File: src/rtl/instr_sequencer_pkg.sv
// Shared definitions for the instruction sequencer: FSM states, instruction
// word layout and opcode encodings.
package instr_sequencer_pkg;

  typedef enum logic [2:0] {
    S_IDLE,
    S_FETCH,
    S_LATCH,
    S_EXEC,
    S_HALTED
  } state_e;

  // Field order fixes the bit positions: opcode[31:24], rd[23:16], ra[15:8], rb[7:0].
  typedef struct packed {
    logic [7:0] opcode;
    logic [7:0] rd;
    logic [7:0] ra;
    logic [7:0] rb;
  } instr_t;

  localparam logic [7:0] OP_NOP  = 8'h00;
  localparam logic [7:0] OP_LDI  = 8'h01;
  localparam logic [7:0] OP_MOV  = 8'h02;
  localparam logic [7:0] OP_ADD  = 8'h03;
  localparam logic [7:0] OP_SUB  = 8'h04;
  localparam logic [7:0] OP_AND  = 8'h05;
  localparam logic [7:0] OP_OR   = 8'h06;
  localparam logic [7:0] OP_XOR  = 8'h07;
  localparam logic [7:0] OP_ADDI = 8'h08;
  localparam logic [7:0] OP_JMP  = 8'h10;
  localparam logic [7:0] OP_BEQ  = 8'h11;
  localparam logic [7:0] OP_BNE  = 8'h12;
  localparam logic [7:0] OP_BLT  = 8'h13;
  localparam logic [7:0] OP_HLT  = 8'hFF;

  function automatic logic is_write(input logic [7:0] op);
    return (op >= OP_LDI) && (op <= OP_ADDI);
  endfunction

endpackage

File: src/rtl/instr_sequencer_if.sv
// Bundle of the sequencer's control, instruction-ROM and register-file signals.
// master = the sequencer, slave = the ROM / register file / controller side.
interface instr_sequencer_if;
  logic        start;
  logic [7:0]  imem_addr;
  logic [31:0] imem_data;
  logic [7:0]  src0;
  logic [7:0]  src1;
  logic [7:0]  dst;
  logic        we;
  logic [7:0]  data;
  logic [7:0]  outa;
  logic [7:0]  outb;
  logic        busy;
  logic        done;
  logic [15:0] icount;

  modport master (
    input  start, imem_data, outa, outb,
    output imem_addr, src0, src1, dst, we, data, busy, done, icount
  );

  modport slave (
    output start, imem_data, outa, outb,
    input  imem_addr, src0, src1, dst, we, data, busy, done, icount
  );
endinterface

File: src/rtl/seq_alu.sv
// Combinational result mux / adder and branch-condition evaluation.
// All arithmetic wraps modulo 256.
module seq_alu
  import instr_sequencer_pkg::*;
(
  input  logic [7:0] op,
  input  logic [7:0] a,
  input  logic [7:0] b,
  input  logic [7:0] imm,
  output logic [7:0] result,
  output logic       taken
);

  // NOTE: every output gets a default before the case so no path leaves it unassigned (no latch).
  always_comb begin
    result = '0;
    taken  = 1'b0;
    case (op)
      OP_LDI:          result = imm;
      OP_MOV:          result = a;
      OP_ADD:          result = a + b;
      OP_SUB:          result = a - b;
      OP_AND:          result = a & b;
      OP_OR:           result = a | b;
      OP_XOR:          result = a ^ b;
      OP_ADDI:         result = a + imm;
      OP_JMP:          taken  = 1'b1;
      OP_BEQ:          taken  = (a == b);
      OP_BNE:          taken  = (a != b);
      OP_BLT:          taken  = (a < b);
      OP_NOP, OP_HLT:  result = '0;
      default:         result = '0;
    endcase
  end

endmodule

File: src/rtl/instr_sequencer.sv
// Three-cycle FETCH/LATCH/EXEC instruction sequencer driving an external
// synchronous instruction ROM and an external register file.
module instr_sequencer
  import instr_sequencer_pkg::*;
#(
  parameter logic [7:0] START_PC = 8'd0
) (
  input logic              clk,
  input logic              rst,
  instr_sequencer_if.master bus
);

  state_e      state_q, state_d;
  logic [7:0]  pc_q, pc_d;
  instr_t      ir_q, ir_d;
  logic [15:0] icount_q, icount_d;
  logic        busy_q, busy_d;
  logic        done_q, done_d;

  logic [7:0]  alu_result;
  logic        alu_taken;
  logic        we_c;

  seq_alu u_alu (
    .op     (ir_q.opcode),
    .a      (bus.outa),
    .b      (bus.outb),
    .imm    (ir_q.rb),
    .result (alu_result),
    .taken  (alu_taken)
  );

  // Register-file reads depend on ir, so the write must be combinational in EXEC;
  // gating with rst kills a write that coincides with a reset.
  assign we_c = (state_q == S_EXEC) && is_write(ir_q.opcode) && !rst;

  assign bus.imem_addr = pc_q;
  assign bus.src0      = ir_q.ra;
  assign bus.src1      = ir_q.rb;
  assign bus.dst       = ir_q.rd;
  assign bus.we        = we_c;
  assign bus.data      = we_c ? alu_result : 8'd0;
  assign bus.busy      = busy_q;
  assign bus.done      = done_q;
  assign bus.icount    = icount_q;

  always_comb begin
    state_d  = state_q;
    pc_d     = pc_q;
    ir_d     = ir_q;
    icount_d = icount_q;
    case (state_q)
      S_IDLE, S_HALTED: begin
        if (bus.start) begin
          state_d  = S_FETCH;
          pc_d     = START_PC;
          icount_d = '0;
        end
      end
      S_FETCH: state_d = S_LATCH;
      S_LATCH: begin
        ir_d    = instr_t'(bus.imem_data);
        state_d = S_EXEC;
      end
      S_EXEC: begin
        if (icount_q != 16'hFFFF) icount_d = icount_q + 16'd1;
        if (ir_q.opcode == OP_HLT) begin
          state_d = S_HALTED;
        end else begin
          state_d = S_FETCH;
          pc_d    = alu_taken ? ir_q.rb : pc_q + 8'd1;
        end
      end
      default: state_d = S_IDLE;
    endcase
    busy_d = state_d inside {S_FETCH, S_LATCH, S_EXEC};
    done_d = (state_d == S_HALTED);
  end

  // NOTE: state registers use non-blocking assignments so every flop samples pre-edge values.
  always_ff @(posedge clk) begin
    if (rst) begin
      state_q  <= S_IDLE;
      pc_q     <= START_PC;
      ir_q     <= '0;
      icount_q <= '0;
      busy_q   <= 1'b0;
      done_q   <= 1'b0;
    end else begin
      state_q  <= state_d;
      pc_q     <= pc_d;
      ir_q     <= ir_d;
      icount_q <= icount_d;
      busy_q   <= busy_d;
      done_q   <= done_d;
    end
  end

endmodule

File: src/flat_wrapper.sv
// flat-port wrapper written by rule: the top's interface ports become plain ports
module instr_sequencer_flat import instr_sequencer_pkg::*;
#(
  parameter logic [7:0] START_PC = 8'd0
)
  (clk, rst, bus_start, bus_imem_data, bus_outa, bus_outb, bus_imem_addr, bus_src0, bus_src1, bus_dst, bus_we, bus_data, bus_busy, bus_done, bus_icount);
  instr_sequencer_if bus_i ();
  input logic clk;
  input logic rst;
  input wire logic [$bits(bus_i.start)-1:0] bus_start;
  input wire logic [$bits(bus_i.imem_data)-1:0] bus_imem_data;
  input wire logic [$bits(bus_i.outa)-1:0] bus_outa;
  input wire logic [$bits(bus_i.outb)-1:0] bus_outb;
  output wire logic [$bits(bus_i.imem_addr)-1:0] bus_imem_addr;
  output wire logic [$bits(bus_i.src0)-1:0] bus_src0;
  output wire logic [$bits(bus_i.src1)-1:0] bus_src1;
  output wire logic [$bits(bus_i.dst)-1:0] bus_dst;
  output wire logic [$bits(bus_i.we)-1:0] bus_we;
  output wire logic [$bits(bus_i.data)-1:0] bus_data;
  output wire logic [$bits(bus_i.busy)-1:0] bus_busy;
  output wire logic [$bits(bus_i.done)-1:0] bus_done;
  output wire logic [$bits(bus_i.icount)-1:0] bus_icount;
  assign bus_i.start = bus_start;
  assign bus_i.imem_data = bus_imem_data;
  assign bus_i.outa = bus_outa;
  assign bus_i.outb = bus_outb;
  assign bus_imem_addr = bus_i.imem_addr;
  assign bus_src0 = bus_i.src0;
  assign bus_src1 = bus_i.src1;
  assign bus_dst = bus_i.dst;
  assign bus_we = bus_i.we;
  assign bus_data = bus_i.data;
  assign bus_busy = bus_i.busy;
  assign bus_done = bus_i.done;
  assign bus_icount = bus_i.icount;
  instr_sequencer #(.START_PC(START_PC)) u_core (.clk(clk), .rst(rst), .bus(bus_i));
endmodule
File: config.mk
export PLATFORM = sky130hd
export DESIGN_NAME = instr_sequencer_flat
export DESIGN_NICKNAME = d
export VERILOG_FILES = /design/src/rtl/instr_sequencer_pkg.sv /design/src/rtl/instr_sequencer_if.sv /design/src/rtl/seq_alu.sv /design/src/rtl/instr_sequencer.sv /design/src/flat_wrapper.sv
export SDC_FILE = /design/constraint.sdc
export NUM_CORES = 1
export LEC_CHECK = 0
export ABC_AREA = 1
export CORE_MARGIN = 2
export CORE_UTILIZATION = 47
export CTS_BUF_LIST = sky130_fd_sc_hd__clkbuf_8
export CTS_CLUSTER_SIZE = 10
export DETAILED_ROUTE_END_ITERATION = 8
export PLACE_DENSITY = 0.8
export SETUP_SLACK_MARGIN = 0.15
export SKIP_LAST_GASP = 1
export SLEW_MARGIN = 15
export SYNTH_ARGS = -nofsm -noshare
export SYNTH_HDL_FRONTEND = slang
export SYNTH_SLANG_ARGS = --single-unit
File: constraint.sdc
create_clock -name clk -period 2.8 [get_ports clk]
set_input_delay 0.56 -clock clk [delete_from_list [all_inputs] [get_ports clk]]
set_output_delay 0.56 -clock clk [all_outputs]
set_load 0.01 [all_outputs]
==> key figures <==
CTS
  • Clock Latency Late Sink: 340 ps
  • CTS H-Tree Depth: 3
  • CTS tree: built
  • Sink Count: 61
  • CTS buffer count: 9
  • CTS clk-pin slew, worst paths: 80 ps
  • CTS root buf: clkbuf_8
  • Max clock buf depth: 2

Layout
  • Area Overhead vs Synth: 48.6%
  • Most frequent cells in the layout: nand2_1, clkdlybuf4s50_1, nor2_1
  • Share of cells above drive strength 1: 24.5%
  • Most common cell after layout, fill and taps aside: nand2_1
  • Layout Nets: 936
  • ANT cells: 0
  • Fin area: 0.00663 sq mm

Synth
  • #FFs+latches synth: 61
  • Post-synthesis sequential area ratio: 27.4%
  • Syn Area/Cell: 6.61 sq um
  • Yosys warns: 0
  • Mapped Cells: 674
  • Synth Cell Area: 0.00446 sq mm
  • Main area contributors after synthesis: dfxtp_1, nand2_1, ha_1
  • Post-synth top area share: 27.4%
  • Yosys top cell by area: dfxtp_1
  • Yosys cell types: 39
  • Post-Syn Nets: 760

Routing
  • DRC viols: 0
  • Drt wl/cell: 14.9 microns
  • Total Wirelength: 14,600 microns
  • Routed Antenna Nets: 0
  • DR vias/cell: 5.25
  • Drt first pass iters: 5
  • 1st-iter DRT viols: 224
  • Vias: 5,158

Floorplanning
  • Core area: 0.00924 sq mm
  • Ports: 110
  • Chip width: 101 microns
  • # rows: 35
  • Starting Density: 48.2%
  • Die ar.: 0.0103 sq mm
  • Die Height: 101 microns

Setup path
  • CP Launch Type: flop
  • R2r setup slk: 820 ps
  • Critical-path cell list: nand2_2 > nor2_4 > nand2_4 > o21ai_2 > ha_2 > inv_2 > fa_2 > inv_2 > buf_6 > nand4_1 > nand3_2 > buf_4 > nand2_2 > nand3_2 > nand3_2 > nand2_2 > inv_2 > buf_6
  • Worst Path Arrival: 2680 ps
  • Crit-path slowest cell: dfxtp_1
  • Critical Path Fanout Max: 4
  • Kind of critical path: flop to output port
  • CP Capture Type: output port
  • WP data required: 2240 ps
  • CP Launch Point: u_core.ir_q[27]
  • Max incr delay on CP: 360 ps
  • RR Startpoint: u_core.bus.icount[0]

GRT
  • Largest net degree at the start of global routing: 51
  • Number of global-route vias before repair: 5,027
  • Antenna violations before repair: 0
  • First-pass GRT wire length: 23,100 microns
  • Total congestion overflow: 0
  • GR Util All Layers: 28.3%

Hold path
  • Hold crit path type: flop to flop
  • Hold Startpoint: u_core.bus.imem_addr[1]

STA
  • Max Fclk: 309 MHz
  • Final Hold Viols: 0
  • Final period util: 116%
  • Max transition margin: 50.4%
  • Slew Viols, Final: 0
  • Finish-stage setup viols: 7
  • Tmin final: 3240 ps
  • Min Hold Slack: 513 ps
  • Slew @ Worst Pin: 742 ps
  • Final worst slack: -438 ps
  • Layout Skew: 9.03 ps
  • Unrepaired setup endpoints after global routing: yes

Placement
  • Final RePlAce weighted congestion: 0.937
  • Placed instance area: 0.00613 sq mm
  • Place WS: -838 ps
  • DPL Wire Length: 10,500 microns
  • PortBufs: 109

Power
  • P_leak: 2.96 nW
  • Pwr dens: 439 mW/mm^2
  • Peak VDD IR: 0.325 mV
  • Pwr Total: 2.91 mW

Run
  • Max Cap Viol: 0

Status
  • Failing checks: negative setup slack
  • Status: finished with violations
## final timing paths
kind | cells past startpoint | endpoint
max reg2reg | 11 | u_core.bus.icount[4]
min reg2reg | 2 | u_core.bus.imem_addr[1]
max | 18 | bus_data[6]
min | 2 | u_core.bus.imem_addr[1]
## logic make-up (layout without fill, tap and decap cells)
kind of cell | after synthesis | count (layout) | synth area share [%]
XOR/XNOR | 12 | 12 | 2.36
flip-flops | 61 | 61 | 27.4
AO/OA/AOI/OAI | 125 | 125 | 14.9
buffers and inverters | 116 | 294 | 12.0
adder cells (fa/ha/maj) | 35 | 35 | 10.2
AND/OR/NAND/NOR | 325 | 327 | 33.3
## layout make-up
| class | count | area (sq um) |
|---|---|---|
| inverters | 79 | 299 |
| repair buffers | 200 | 1770 |
| flip-flops and latches | 61 | 1230 |
| well taps | 129 | 161 |
| multi-input cells | 499 | 2960 |
| clock buffers | 9 | 124 |
| fillers | 718 | 2620 |
| clock inverters | 6 | 81.3 |
## report_power, final
group / leakage [nW] / internal [mW] / switching [mW]
registers: 0.498 / 0.935 / 0.0421
clock network: 0.112 / 0.490 / 0.361
logic: 2.35 / 0.502 / 0.579
total: 2.96 / 1.93 / 0.982
## critical path, delay by kind of cell (launching register included)
family                     cells  cell delay (ps)
AOI/OAI and AO/OA              1              120
buffers and inverters          6              480
DFF                            1              360
and+or+nand+nor                9              810
adders and majority gates      2              550
## synth_stat cells (all sizes together)
library cell	instances
nor2	102
o21bai	1
xor2	9
clkbuf	10
inv	79
o22ai	5
fa	2
nand4	8
buf	27
a31oi	1
xnor2	3
a21oi	56
nor4	2
nand3b	2
o211ai	1
a21o	2
ha	33
a21boi	2
nand2	130
a221oi	1
o21ai	56
nand3	65
nor3	10
dfxtp	61
or2	6
## routing by layer
metal	vias to the layer above	wire, microns	track usage [%]
met5	-	0	0
met1	2355	6120	34.9
met4	0	439	11.7
met3	40	1070	7.45
li1	2536	-	-
met2	227	7020	46.8
## state kept, by name (all words and copies together) (netlist names)
name / cells
u_core.bus.done: 1
u_core.bus.dst: 8
u_core.ir_q: 8
u_core.bus.icount: 16
u_core.bus.imem_addr: 8
u_core.bus.busy: 1
u_core.bus.src1: 8
u_core.bus.src0: 8
u_core.state_q: 3
## through the flow
step	std cells	util, %	setup TNS (ps)
floorplan	674	-	-44.4
global placement	954	66.4	-4730
detailed placement	954	66.4	-5510
CTS	980	70.4	-2380
global route	983	71.7	-3330
finish	983	71.7	-2420
## timing repair
item / 4_1_cts / 5_1_grt
resized for setup: 66 / 35
setup buffers: 10 / 2
cloned: 1 / 1
hold buffers: 0 / 0
endpoints found under the hold margin: 0 / 0
pin swaps: 34 / 17
setup endpoints to repair: 9 / 17
No activity file was read; power rests on OpenSTA's default activity.
